==> src/rtl/uart_tx_frame.sv <==
// UART transmit framer: turns each rising edge of BaudOut into a bit tick and sends
// start, DATA_WIDTH data bits (LSB first), optional parity and 1 or 2 stop bits on a registered TX line.
module uart_tx_frame #(
    parameter int unsigned DATA_WIDTH = 8
) (
    input  logic                  clk_i,
    input  logic                  rst_i,
    input  logic                  baud_out_i,
    input  logic                  send_i,
    input  logic [DATA_WIDTH-1:0] data_in_i,
    input  logic [1:0]            parity_type_i,
    input  logic                  stop_bits_i,
    output logic                  data_out_o,
    output logic                  busy_o,
    output logic                  done_o
);

    localparam int unsigned CNT_W = $clog2(DATA_WIDTH + 1);

    typedef enum logic [2:0] {
        S_IDLE,
        S_ARM,
        S_START,
        S_DATA,
        S_PARITY,
        S_STOP1,
        S_STOP2,
        S_FINISH
    } state_e;

    state_e                state_q;
    logic                  baud_prev_q;
    logic [DATA_WIDTH-1:0] shift_q;
    logic [CNT_W-1:0]      cnt_q;
    logic                  par_en_q;
    logic                  par_bit_q;
    logic                  stop2_q;
    logic                  data_out_q;
    logic                  busy_q;
    logic                  done_q;

    logic                  tick_c;
    logic                  par_en_d;
    logic                  par_bit_d;

    // BaudOut already lives in this clock domain, so a plain edge detect is enough
    assign tick_c    = baud_out_i & ~baud_prev_q;

    // Types 01 (odd) and 10 (even) carry a parity slot; 00 and 11 do not
    assign par_en_d  = parity_type_i[0] ^ parity_type_i[1];
    assign par_bit_d = parity_type_i[0] ? ~(^data_in_i) : (^data_in_i);

    always_ff @(posedge clk_i or posedge rst_i) begin
        if (rst_i) begin
            state_q     <= S_IDLE;
            baud_prev_q <= 1'b0;
            shift_q     <= '0;
            cnt_q       <= '0;
            par_en_q    <= 1'b0;
            par_bit_q   <= 1'b0;
            stop2_q     <= 1'b0;
            data_out_q  <= 1'b1;
            busy_q      <= 1'b0;
            done_q      <= 1'b0;
        end else begin
            baud_prev_q <= baud_out_i;
            done_q      <= 1'b0;
            case (state_q)
                S_IDLE: begin
                    data_out_q <= 1'b1;
                    if (send_i) begin
                        shift_q   <= data_in_i;
                        par_en_q  <= par_en_d;
                        par_bit_q <= par_bit_d;
                        stop2_q   <= stop_bits_i;
                        busy_q    <= 1'b1;
                        state_q   <= S_ARM;
                    end
                end
                // A tick in the acceptance cycle is skipped: the start bit waits for the next one
                S_ARM: begin
                    if (tick_c) begin
                        data_out_q <= 1'b0;
                        state_q    <= S_START;
                    end
                end
                S_START: begin
                    if (tick_c) begin
                        data_out_q <= shift_q[0];
                        shift_q    <= shift_q >> 1;
                        cnt_q      <= CNT_W'(1);
                        state_q    <= S_DATA;
                    end
                end
                S_DATA: begin
                    if (tick_c) begin
                        if (cnt_q < CNT_W'(DATA_WIDTH)) begin
                            data_out_q <= shift_q[0];
                            shift_q    <= shift_q >> 1;
                            cnt_q      <= cnt_q + CNT_W'(1);
                        end else if (par_en_q) begin
                            data_out_q <= par_bit_q;
                            state_q    <= S_PARITY;
                        end else begin
                            data_out_q <= 1'b1;
                            state_q    <= S_STOP1;
                        end
                    end
                end
                S_PARITY: begin
                    if (tick_c) begin
                        data_out_q <= 1'b1;
                        state_q    <= S_STOP1;
                    end
                end
                S_STOP1: begin
                    if (tick_c) begin
                        if (stop2_q) begin
                            data_out_q <= 1'b1;
                            state_q    <= S_STOP2;
                        end else begin
                            done_q  <= 1'b1;
                            state_q <= S_FINISH;
                        end
                    end
                end
                S_STOP2: begin
                    if (tick_c) begin
                        done_q  <= 1'b1;
                        state_q <= S_FINISH;
                    end
                end
                S_FINISH: begin
                    busy_q  <= 1'b0;
                    cnt_q   <= '0;
                    state_q <= S_IDLE;
                end
                default: begin
                    state_q <= S_IDLE;
                end
            endcase
        end
    end

    assign data_out_o = data_out_q;
    assign busy_o     = busy_q;
    assign done_o     = done_q;

endmodule

==> config.mk <==
export PLATFORM = sky130hd
export DESIGN_NAME = uart_tx_frame
export DESIGN_NICKNAME = d
export VERILOG_FILES = /design/src/rtl/uart_tx_frame.sv
export SDC_FILE = /design/constraint.sdc
export NUM_CORES = 1
export LEC_CHECK = 0
export ABC_AREA = 1
export BUFFER_PORTS_ARGS = -buffer_cell sky130_fd_sc_hd__buf_2
export CORE_MARGIN = 3
export CORE_UTILIZATION = 52
export CTS_CLUSTER_DIAMETER = 40
export DETAILED_ROUTE_END_ITERATION = 8
export GPL_TIMING_DRIVEN = 0
export HOLD_SLACK_MARGIN = 0.12
export MAX_ROUTING_LAYER = met4
export PLACE_DENSITY_LB_ADDON = 0.3
export SLEW_MARGIN = 20
export SYNTH_ARGS = -nofsm -noshare
export SYNTH_HDL_FRONTEND = slang
export SYNTH_SLANG_ARGS = --single-unit
==> constraint.sdc <==
create_clock -name clk_i -period 1.35 [get_ports clk_i]
set_input_delay 0.135 -clock clk_i [delete_from_list [all_inputs] [get_ports clk_i]]
set_output_delay 0.135 -clock clk_i [all_outputs]
set_load 0.02 [all_outputs]
==> reports/summary.md <==
## STA
* Hold Violations, Final: 0
* Slew Viols, Final: 0
* final setup violation count: 17
* Fmax achieved: 0.6355 GHz
* clock skew after layout: 19.83 ps
* unrepaired setup endpoints after global routing: true
* actual slew at the worst max-slew pin: 826.4 ps
* fin crit period: 1574 ps
* post-route fraction of the period consumed by the critical path: 116.6%
* final setup slack of the worst path: -223.6 ps
* remaining max-slew budget at the tightest pin: 44.84%

## Die
* vertical die dimension: 60.07 um
* initial standard-cell utilization of the core: 57.69%
* number of primary I/O pins: 18
* Site Rows: 18
* standard cell core area: 0.002635 mm2
* die area: 0.003608 mm2
* die extent in x: 60.07 um

## Detailed routing
* routed via count divided by cell count: 5.084
* count of vias placed by the detailed router: 1,337
* routed len/inst: 11.90 um
* Final ANT Viol Nets: 0
* number of iterations in the first detailed-routing pass: 4
* Initial DRC Count: 56
* DRC violations left: 0
* DRT Wirelength: 3131 um

## Finish
* fill count: 210
* fraction of layout cells with a size suffix above 1: 26.18%
* synth-to-layout area growth: 21.89%
* number of antenna repair diodes: 0
* net total in the final layout: 254
* Design Area, Final: 0.001853 mm2
* Util after Layout: 70.32%

## Setup path
* depth of the worst register-to-register path: 7
* kind of capture point of the worst setup path: register
* worst path arrival time: 1810 ps
* Crit Path Class: reg -> reg
* launching element type of the critical path: register
* highest net fanout along the worst path: 4
* required time of the worst setup path: 1580 ps
* launching point of the worst reg2reg path: state_q[1]
* worst path buffer plus inverter count: 2
* highest-delay cell along the critical path: sky130_fd_sc_hd__dfrtp_2
* Levels on crit path: 7
* ordered cell list for the critical path: inv_4 -> ha_2 -> inv_1 -> o211ai_1 -> o21ai_0 -> nand2_1 -> o21ai_1
* start point of the critical path: state_q[1]
* setup slack of the worst register-to-register path: -220 ps
* reg-to-reg endpoint: state_q[0]
* maximum cell stage delay along the critical path: 490 ps
* last element of the critical path: state_q[0]
* Top Family by Delay on Critical Path: compound AO/OA/AOI/OAI gates

## Run status
* outcome: complete, but fails checks
* failing checks: setup timing

## Pwr
* switching power as a share of total power: 48.17%
* internal power: 2.298 mW
* Gate power share: 62.2%
* Psw: 2.136 mW
* clock network fraction of design power: 11.6%
* worst-case vdd ir drop: 1.631 mV
* leak pwr: 0.9843 nW
* share of power burned in registers: 26.1%
* total power of the final layout: 4.434 mW
* Power per Cell Area: 2393 mW/mm2

## Hold path
* hold crit path type: in -> reg

## Yosys
* share of the synthesized area in the top cell type: 34.57%
* yosys warns: 0
* proportion of synthesized flip-flops having asynchronous set or reset: 100.0%
* predominant post-synthesis flop cell: sky130_fd_sc_hd__dfrtp_1
* number of enable flip-flop cells after synthesis: 0
* Area contributors post-synth: sky130_fd_sc_hd__dfrtp_1 (35%), sky130_fd_sc_hd__nand2_1 (20%), sky130_fd_sc_hd__inv_1 (6.7%)
* syn_nets: 223
* post-synthesis cell area: 0.001520 mm2
* mean post-synth cell area: 7.489 um2
* total of flip-flops plus latches after synthesis: 22
* cell type contributing the most total cell area after synthesis: sky130_fd_sc_hd__dfrtp_1
* top-count cell post-synth: sky130_fd_sc_hd__nand2_1
* sequential element share of the synthesized area: 36.30%
* leading cell types by count after synthesis: sky130_fd_sc_hd__nand2_1 (79), sky130_fd_sc_hd__inv_1 (27), sky130_fd_sc_hd__dfrtp_1 (21)
* number of library cell types mapped by synthesis: 29
* post-synthesis cell count: 203

## Job
* max-capacitance violation count: 0

## Placement
* Post-Place Cell Area: 0.001668 mm2
* port buffer count: 17
* RD Place Congestion: 0.8431
* dpl ws: -156.3 ps
* post-detailed-placement half-perimeter wirelength: 2275 um

## GRT
* number of global-route vias before repair: 1,289
* aggregate global-route resource usage: 19.95%
* global-route wire length before repair: 5354 um
* global route overflow: 0
* initial antenna violation count: 0
* maximum number of pins on one net before global-route repair: 23

## Clock network
* maximum root-to-sink buffer count: 2
* clock sink count: 22
* number of buffers created by CTS: 3
* clock insertion delay at the later pin of the skew report: 320 ps
* number of H-tree branching levels: 1
* TritonCTS clock tree: done
* CTS root buf: sky130_fd_sc_hd__clkbuf_4
* Clock Pin Slew Worst Setup and Hold Paths: 140 ps

-- worst min-delay path by stage --
stage / startpoint / end / depth (start not counted)
after global placement: baud_out_i / baud_prev_q / 1
after global routing: parity_type_i[0] / par_en_q / 4
final: parity_type_i[0] / par_en_q / 4
after floorplan: rst_i / baud_prev_q / 1
after detailed placement: baud_out_i / baud_prev_q / 1
after CTS: parity_type_i[0] / par_en_q / 4
-- per-stage QoR --
step | TNS [ps] | instances | hold WS, ps
CTS | -2724 | 262 | 154.3
global placement | -1600 | 250 | 259.8
finish | -2358 | 263 | 141.6
global route | -3779 | 263 | 162.8
detailed placement | -1960 | 250 | 260.4
floorplan | -10.11 | 203 | 123.5
-- tightest hold or removal path: cells and delay by family --
family,cells,cell delay [ps]
AOI/OAI and AO/OA,1,70
xor gates and xnor gates,1,60
buffers and inverters,1,120
and+or+nand+nor,1,50
-- power groups by stage --
stage / Sequential [mW] / Combinational (mW) / Clock (mW)
2_1_floorplan: 1.13 / 2.00 / 0
3_3_place_gp: 1.12 / 2.40 / 0
3_5_place_dp: 1.13 / 2.46 / 0
4_1_cts: 1.14 / 2.67 / 0.520
5_1_grt: 1.19 / 3.08 / 0.540
6_report: 1.16 / 2.76 / 0.516
-- state kept, by name (all words and copies together), names as in the netlist --
| signal | count |
|---|---|
| baud_prev_q | 1 |
| done_o | 1 |
| data_out_o | 1 |
| state_q | 3 |
| par_bit_q | 1 |
| stop2_q | 1 |
| busy_o | 1 |
| par_en_q | 1 |
| shift_q | 8 |
| cnt_q | 4 |
-- layout make-up --
class	count	area, um2	share of cell area (%)
Multi-Input combinational cell	149	905.9	48.89
Sequential cell	22	554.3	29.91
Timing Repair Buffer	25	157.7	8.508
Inverter	31	128.9	6.955
Tap cell	30	37.54	2.026
Clock inverter	1	30.03	1.621
Clock buffer	3	22.52	1.215
Buffer	2	16.27	0.8778
-- layout by cell type, fill, tap and decap left out, types with 4 or more instances in the layout --
master / instances
sky130_fd_sc_hd__nand2_2: 4
sky130_fd_sc_hd__nand2_1: 77
sky130_fd_sc_hd__dfrtp_1: 19
sky130_fd_sc_hd__buf_2: 18
sky130_fd_sc_hd__nand2_4: 4
sky130_fd_sc_hd__o21ai_1: 8
sky130_fd_sc_hd__nand3_1: 12
sky130_fd_sc_hd__o21ai_0: 13
sky130_fd_sc_hd__dlygate4sd3_1: 5
sky130_fd_sc_hd__inv_4: 5
sky130_fd_sc_hd__inv_1: 24
-- cells by family (layout without fill, tap and decap cells) --
| logic type | after synthesis | count (layout) | synth area share, % |
|---|---|---|---|
| adder cells (fa/ha/maj) | 5 | 5 | 4.115 |
| AND/OR/NAND/NOR | 110 | 111 | 36.79 |
| XOR/XNOR | 3 | 3 | 1.729 |
| flip-flops | 22 | 22 | 36.30 |
| AO/OA/AOI/OAI | 30 | 30 | 12.02 |
| buffers and inverters | 33 | 62 | 9.053 |
-- routing by layer --
layer	vias up	part of all wire, %	routed length, um	global-route usage (%)
met3	6	3.8	120	4.968
li1	698	-	-	-
met4	0	1.7	53	4.747
met2	27	49	1528	34.72
met1	606	46	1429	22.84
met5	-	0	0	-
-- what timing repair did --
action,CTS,global route
hold buffers,5,0
pin swaps,3,1
endpoints found under the setup margin,20,20
gates resized for setup,8,5
buffers inserted,2,1
endpoints found under the hold margin,25,0
cloned,1,0
(Power assumes the default switching activity.)
